### src/rtl/code_mem_loader.sv
`default_nettype none
// ============================================================================
// Module      : code_mem_loader
// Description : Assembles 64-bit instructions from a 32-bit AXI-Stream-style
//               beat stream (big-endian pairs: high word first) and writes
//               them sequentially into the packet-filter code memory.
//               A program ends at S_TLAST. A complete program pulses
//               load_done together with its final write and updates
//               instr_count. An odd-length program or a program that
//               overflows the code memory pulses load_err instead.
//
// Ports       : clk              - single clock, rising edge
//               rst              - synchronous active-high reset
//               S_TDATA[31:0]    - half-instruction beat
//               S_TVALID         - beat valid
//               S_TREADY         - loader can accept a beat
//               S_TLAST          - final beat of a program
//               code_mem_wr_addr - instruction write address
//               code_mem_wr_data - assembled instruction
//               code_mem_wr_en   - one-cycle write strobe
//               load_done        - one-cycle pulse, program loaded
//               load_err         - one-cycle pulse, program rejected
//               instr_count      - instruction count of last good program
//
// Revision    : 1.0 - initial release
// ============================================================================
module code_mem_loader #(
    parameter int CODE_ADDR_WIDTH = 10,
    parameter int CODE_DATA_WIDTH = 64
) (
    input  logic                       clk,
    input  logic                       rst,
    input  logic [31:0]                S_TDATA,
    input  logic                       S_TVALID,
    output logic                       S_TREADY,
    input  logic                       S_TLAST,
    output logic [CODE_ADDR_WIDTH-1:0] code_mem_wr_addr,
    output logic [CODE_DATA_WIDTH-1:0] code_mem_wr_data,
    output logic                       code_mem_wr_en,
    output logic                       load_done,
    output logic                       load_err,
    output logic [CODE_ADDR_WIDTH:0]   instr_count
);

    typedef enum logic [1:0] {
        ST_IDLE  = 2'd0,   // expecting the high word of an instruction
        ST_HI    = 2'd1,   // high word held, expecting the low word
        ST_DRAIN = 2'd2    // program rejected, discarding up to TLAST
    } state_t;

    localparam logic [CODE_ADDR_WIDTH:0] c_PTR_ONE = {{CODE_ADDR_WIDTH{1'b0}}, 1'b1};

    // ------------------------------------------------------------------
    // Registers
    // ------------------------------------------------------------------
    state_t                       r_state;
    logic [CODE_ADDR_WIDTH:0]     r_ptr;
    logic [31:0]                  r_hi;
    logic                         r_ready;
    logic                         r_wr_en;
    logic [CODE_ADDR_WIDTH-1:0]   r_wr_addr;
    logic [CODE_DATA_WIDTH-1:0]   r_wr_data;
    logic                         r_done;
    logic                         r_err;
    logic [CODE_ADDR_WIDTH:0]     r_cnt;

    // ------------------------------------------------------------------
    // Next-state wires
    // ------------------------------------------------------------------
    state_t                       w_state_nxt;
    logic [CODE_ADDR_WIDTH:0]     w_ptr_nxt;
    logic [31:0]                  w_hi_nxt;
    logic                         w_wr_en_nxt;
    logic [CODE_ADDR_WIDTH-1:0]   w_wr_addr_nxt;
    logic [CODE_DATA_WIDTH-1:0]   w_wr_data_nxt;
    logic                         w_done_nxt;
    logic                         w_err_nxt;
    logic [CODE_ADDR_WIDTH:0]     w_cnt_nxt;
    logic [CODE_ADDR_WIDTH:0]     w_ptr_inc;
    logic                         w_accept;
    logic                         w_mem_full;

    // r_ready is cleared by reset and only re-armed one edge after reset
    // releases, so the stream is stalled for the first post-reset cycle.
    // Gating with rst keeps the stall visible from the moment rst rises.
    assign S_TREADY   = r_ready & ~rst;
    assign w_accept   = S_TVALID & S_TREADY;
    assign w_ptr_inc  = r_ptr + c_PTR_ONE;
    // Pointer MSB set means every code memory location has been written.
    assign w_mem_full = r_ptr[CODE_ADDR_WIDTH];

    // ------------------------------------------------------------------
    // Next-state / output logic
    // ------------------------------------------------------------------
    always_comb begin
        w_state_nxt   = r_state;
        w_ptr_nxt     = r_ptr;
        w_hi_nxt      = r_hi;
        w_wr_en_nxt   = 1'b0;
        w_wr_addr_nxt = r_wr_addr;
        w_wr_data_nxt = r_wr_data;
        w_done_nxt    = 1'b0;
        w_err_nxt     = 1'b0;
        w_cnt_nxt     = r_cnt;

        if (w_accept) begin
            case (r_state)
                ST_IDLE: begin
                    if (S_TLAST) begin
                        // Program ended on a high word: odd length.
                        w_err_nxt = 1'b1;
                        w_ptr_nxt = '0;
                    end else begin
                        w_hi_nxt    = S_TDATA;
                        w_state_nxt = ST_HI;
                    end
                end

                ST_HI: begin
                    if (w_mem_full) begin
                        // Pair completed with no room left: never written.
                        if (S_TLAST) begin
                            w_err_nxt   = 1'b1;
                            w_ptr_nxt   = '0;
                            w_state_nxt = ST_IDLE;
                        end else begin
                            w_state_nxt = ST_DRAIN;
                        end
                    end else begin
                        w_wr_en_nxt   = 1'b1;
                        w_wr_addr_nxt = r_ptr[CODE_ADDR_WIDTH-1:0];
                        w_wr_data_nxt = {r_hi, S_TDATA};
                        w_state_nxt   = ST_IDLE;
                        if (S_TLAST) begin
                            w_done_nxt = 1'b1;
                            w_cnt_nxt  = w_ptr_inc;
                            w_ptr_nxt  = '0;
                        end else begin
                            w_ptr_nxt  = w_ptr_inc;
                        end
                    end
                end

                ST_DRAIN: begin
                    if (S_TLAST) begin
                        w_err_nxt   = 1'b1;
                        w_ptr_nxt   = '0;
                        w_state_nxt = ST_IDLE;
                    end
                end

                default: begin
                    w_state_nxt = ST_IDLE;
                    w_ptr_nxt   = '0;
                end
            endcase
        end
    end

    // ------------------------------------------------------------------
    // State and output registers
    // ------------------------------------------------------------------
    always_ff @(posedge clk) begin
        if (rst) begin
            r_state   <= ST_IDLE;
            r_ptr     <= '0;
            r_hi      <= '0;
            r_ready   <= 1'b0;
            r_wr_en   <= 1'b0;
            r_wr_addr <= '0;
            r_wr_data <= '0;
            r_done    <= 1'b0;
            r_err     <= 1'b0;
            r_cnt     <= '0;
        end else begin
            r_state   <= w_state_nxt;
            r_ptr     <= w_ptr_nxt;
            r_hi      <= w_hi_nxt;
            r_ready   <= 1'b1;
            r_wr_en   <= w_wr_en_nxt;
            r_wr_addr <= w_wr_addr_nxt;
            r_wr_data <= w_wr_data_nxt;
            r_done    <= w_done_nxt;
            r_err     <= w_err_nxt;
            r_cnt     <= w_cnt_nxt;
        end
    end

    assign code_mem_wr_en   = r_wr_en;
    assign code_mem_wr_addr = r_wr_addr;
    assign code_mem_wr_data = r_wr_data;
    assign load_done        = r_done;
    assign load_err         = r_err;
    assign instr_count      = r_cnt;

endmodule
`default_nettype wire

### config.mk
export PLATFORM = sky130hd
export DESIGN_NAME = code_mem_loader
export DESIGN_NICKNAME = d
export VERILOG_FILES = /design/src/rtl/code_mem_loader.sv
export SDC_FILE = /design/constraint.sdc
export NUM_CORES = 1
export LEC_CHECK = 0
export CAP_MARGIN = 20
export CORE_MARGIN = 2
export CORE_UTILIZATION = 44
export CTS_CLUSTER_DIAMETER = 80
export DETAILED_ROUTE_END_ITERATION = 7
export GPL_ROUTABILITY_DRIVEN = 0
export GPL_TIMING_DRIVEN = 0
export PLACE_DENSITY = 0.83
export SLEW_MARGIN = 20
export SYNTH_ARGS = -nofsm -noshare
export SYNTH_HDL_FRONTEND = slang
export SYNTH_SLANG_ARGS = --single-unit
### constraint.sdc
create_clock -name clk -period 1.7 [get_ports clk]
set_input_delay 0.34 -clock clk [delete_from_list [all_inputs] [get_ports clk]]
set_output_delay 0.34 -clock clk [all_outputs]
set_load 0.01 [all_outputs]
==> run summary <==
FF+latch count, synth - 134
Starting Density - 0.448
Clock power frac - 0.528
Worst Tran Pin Value - 0.552 ns
Die height - 109 um
Via Count - 4,551
Period utilization - 1.00
Worst skew pair latency - 0.52 ns
Ratio of cells with drive above 1 in the final layout - 0.0967
CP Buf/Inv Count - 2
Area Overhead vs Synth - 43.6%
Mapped Nets - 634
Peak VDD IR - 0.530 mV
Vias in the first global route - 4,305
Port bufs - 124
ANT cells - 0
Most used routing layer - met2
PwrDens - 1060 nW/um^2
Final setup fails - 1
Largest net degree at the start of global routing - 17
Via density - 5.08
Critical Path RT - 2.12 ns
First-pass GRT wire length - 20.6 mm
Met3 GRT Util - 0.0573
Hold buffers post-CTS - 0
Crit. End Element - flop
Setup TNS - -0.00580 ns
EDFF count, synth - 0
GR Util met2 - 0.383
GR Util met1 - 0.276
Unrepaired setup endpoints after global routing - true
Final Hold Vio Count - 0
Root Buffer Master - clkbuf_8
Average cell area after synthesis - 8.06 um^2
Crit path cell chain - clkdlybuf4s50_1 -> buf_4 -> or4b_4 -> or3_1 -> a311oi_1
Outcome - complete, but fails checks
Final net count - 779
Num CTS Buffers - 17
Initial antenna violation count - 0
Crit path time final - 1.71 ns
Cells after Synth - 597
Fmax - 586 MHz
TritonCTS clock tree - done
Max incr delay on CP - 0.55 ns
Crit path DAT - 2.13 ns
Slowest CP cell - or4b_4
Cell area after placement - 6230 um^2
Leak pwr - 2.80 nW
Slew Limit Fails - 0
GR Util All Layers - 0.227
Failing checks - setup timing
TritonRoute pass-1 iters - 5
Unique masters post-synth - 33
Sequential power share - 0.435
Die ar. - 11,800 um^2
Clock Skews - 0.00698 ns
Site Rows - 38
WS Path Type - input port to flop
Chip width - 109 um
Crit Path Max Fanout - 10
Fraction of registers with async set/reset - 0
Clock Path Buffers - 2
DRT Wirelength - 13.3 mm
Crit path max-delay family - simple AND/OR/NAND/NOR gates
CTS clock-pin slew for the worst setup and hold paths - 0.06 ns
CTS sink cnt - 134
Sw frac - 0.202
CTS H-tree lvls - 4
Gr ovfl total - 0
Startpoint types - input port
Post-synth top flop - dfxtp_1
Max Cap Viol - 0
Int Power - 5.82 mW
Ys Warns - 0
Core footprint - 10,700 um^2
Net Sw Power - 1.47 mW
Antenna viol nets, final - 0
Final non-filler cell area - 6910 um^2
Setup WS post-layout - -0.00580 ns
I/O pins - 125
WL/cell - 14.9 um
Post-detailed-placement half-perimeter wirelength - 9.21 mm
DRC Markers - 0
Worst min path class - input port to flop
Initial DRC count - 220
Seq/Total Area, Yosys - 0.557
Cell Area, Synth - 4810 um^2
Relative slew margins - 0.632
Combinational group share of total power - 0.037
[stage by stage]
stage / std cells / total power [mW] / hold WS, ns / setup slack (ns) / util
2_1_floorplan: 597 / 3.34 / 0.432 / 0.0161 / -
3_5_place_dp: 861 / 3.50 / 0.444 / -0.984 / 0.580
5_1_grt: 895 / 7.47 / 0.399 / -0.0327 / 0.643
3_3_place_gp: 861 / 3.49 / 0.438 / -0.934 / 0.580
4_1_cts: 891 / 7.31 / 0.362 / 0.00315 / 0.637
6_report: 895 / 7.30 / 0.370 / -0.00580 / 0.643
[cell families (layout without fill, tap and decap cells)]
family          after synthesis  in the layout  share of synthesized area
buf+inv                      49            206                     0.0405
compound gates              141            141                      0.159
flops                       134            134                      0.557
xor+xnor                      8              8                     0.0146
mux                           2              2                    0.00416
fa+ha+maj                     1              1                    0.00260
simple gates                262            263                      0.222
[layout make-up]
class                   count  area (um^2)
inverters                   3         11.3
clock buffers              24          480
well taps                 140          175
multi-input cells         415         1990
fillers                   931         3830
clock inverters             8          144
plain buffers              42          256
repair buffers            129         1170
flip-flops and latches    134         2690
[flip-flops by register name (all words and copies together), names as in the netlist]
register / flops
instr_count: 11
r_state: 2
load_err: 1
r_hi: 32
code_mem_wr_data: 64
code_mem_wr_en: 1
code_mem_wr_addr: 10
r_ready: 1
load_done: 1
r_ptr: 11
[path summary, 6_finish.rpt]
kind,depth (start not counted),slack [ns],end,start
worst max-delay path,5,-0.006,r_ptr[2],S_TLAST
worst min-delay path,3,0.37,r_ptr[3],rst
worst min register to register,2,0.45,code_mem_wr_data[59],r_hi[27]
worst max register to register,5,0.01,r_ptr[9],r_state[0]
[tightest hold or removal path: stages]
cell           delay (ns)
dlygate4sd2_1        0.26
clkbuf_8             0.20
a311oi_2             0.04
[power groups by stage]
stage,clock (mW),sequential [mW],combinational (mW)
2_1_floorplan,0,3.24,0.100
3_3_place_gp,0,3.24,0.249
3_5_place_dp,0,3.24,0.253
4_1_cts,3.87,3.18,0.261
5_1_grt,4.01,3.18,0.290
6_report,3.85,3.18,0.269
[cell usage after synthesis (2+ instances only)]
cell | n | area share
or3_1 | 3 | 0.0039
o32ai_1 | 2 | 0.0036
xnor2_1 | 3 | 0.0055
or4_1 | 2 | 0.0031
xor2_1 | 5 | 0.0091
a21oi_1 | 115 | 0.12
o21ai_0 | 5 | 0.0052
a211oi_1 | 9 | 0.014
nor3_1 | 3 | 0.0031
buf_2 | 9 | 0.0094
nand4_1 | 3 | 0.0039
nand2_1 | 222 | 0.17
nand2b_1 | 2 | 0.0026
dfxtp_1 | 134 | 0.56
nand3_1 | 4 | 0.0042
a311oi_1 | 5 | 0.0091
mux2i_1 | 2 | 0.0042
nor2_1 | 14 | 0.011
and3_1 | 2 | 0.0026
clkbuf_1 | 36 | 0.028
inv_1 | 3 | 0.0023
a31oi_1 | 3 | 0.0039
[routing by layer]
metal / wire (um) / vias to the layer above
li1: - / 2266
met1: 5560 / 2118
met2: 6680 / 145
met3: 801 / 22
met4: 265 / 0
met5: 0 / -
[timing repair]
item / CTS / global route
setup buffers: 1 / 4
pin swaps: 1 / 4
resized for setup: 126 / 27
setup endpoints to repair: 196 / 98
cloned: 1 / 0
[placed cells by master (no fill, tap or decap), types with 2 or more instances in the layout]
| cell type | n |
|---|---|
| nand2_1 | 222 |
| dfxtp_1 | 129 |
| a21oi_1 | 115 |
| dlygate4sd2_1 | 89 |
| clkdlybuf4s50_1 | 34 |
| clkbuf_1 | 22 |
| clkbuf_16 | 16 |
| nor2_1 | 13 |
| a211oi_1 | 9 |
| buf_4 | 8 |
| buf_6 | 7 |
| clkbuf_8 | 6 |
| clkbuf_2 | 5 |
| o21ai_0 | 5 |
| xor2_1 | 5 |
| buf_2 | 4 |
| a311oi_1 | 4 |
| nand3_1 | 4 |
| bufinv_16 | 4 |
| dfxtp_2 | 4 |
| nand4_1 | 3 |
| xnor2_1 | 3 |
| clkbuf_4 | 3 |
| a31oi_1 | 3 |
| nor3_1 | 3 |
| clkinv_2 | 3 |
| inv_1 | 2 |
| nand2b_1 | 2 |
| or3_1 | 2 |
| nor2_4 | 2 |
| and3_1 | 2 |
| mux2i_1 | 2 |
| o32ai_1 | 2 |
No activity file was read; power rests on OpenSTA's default activity.
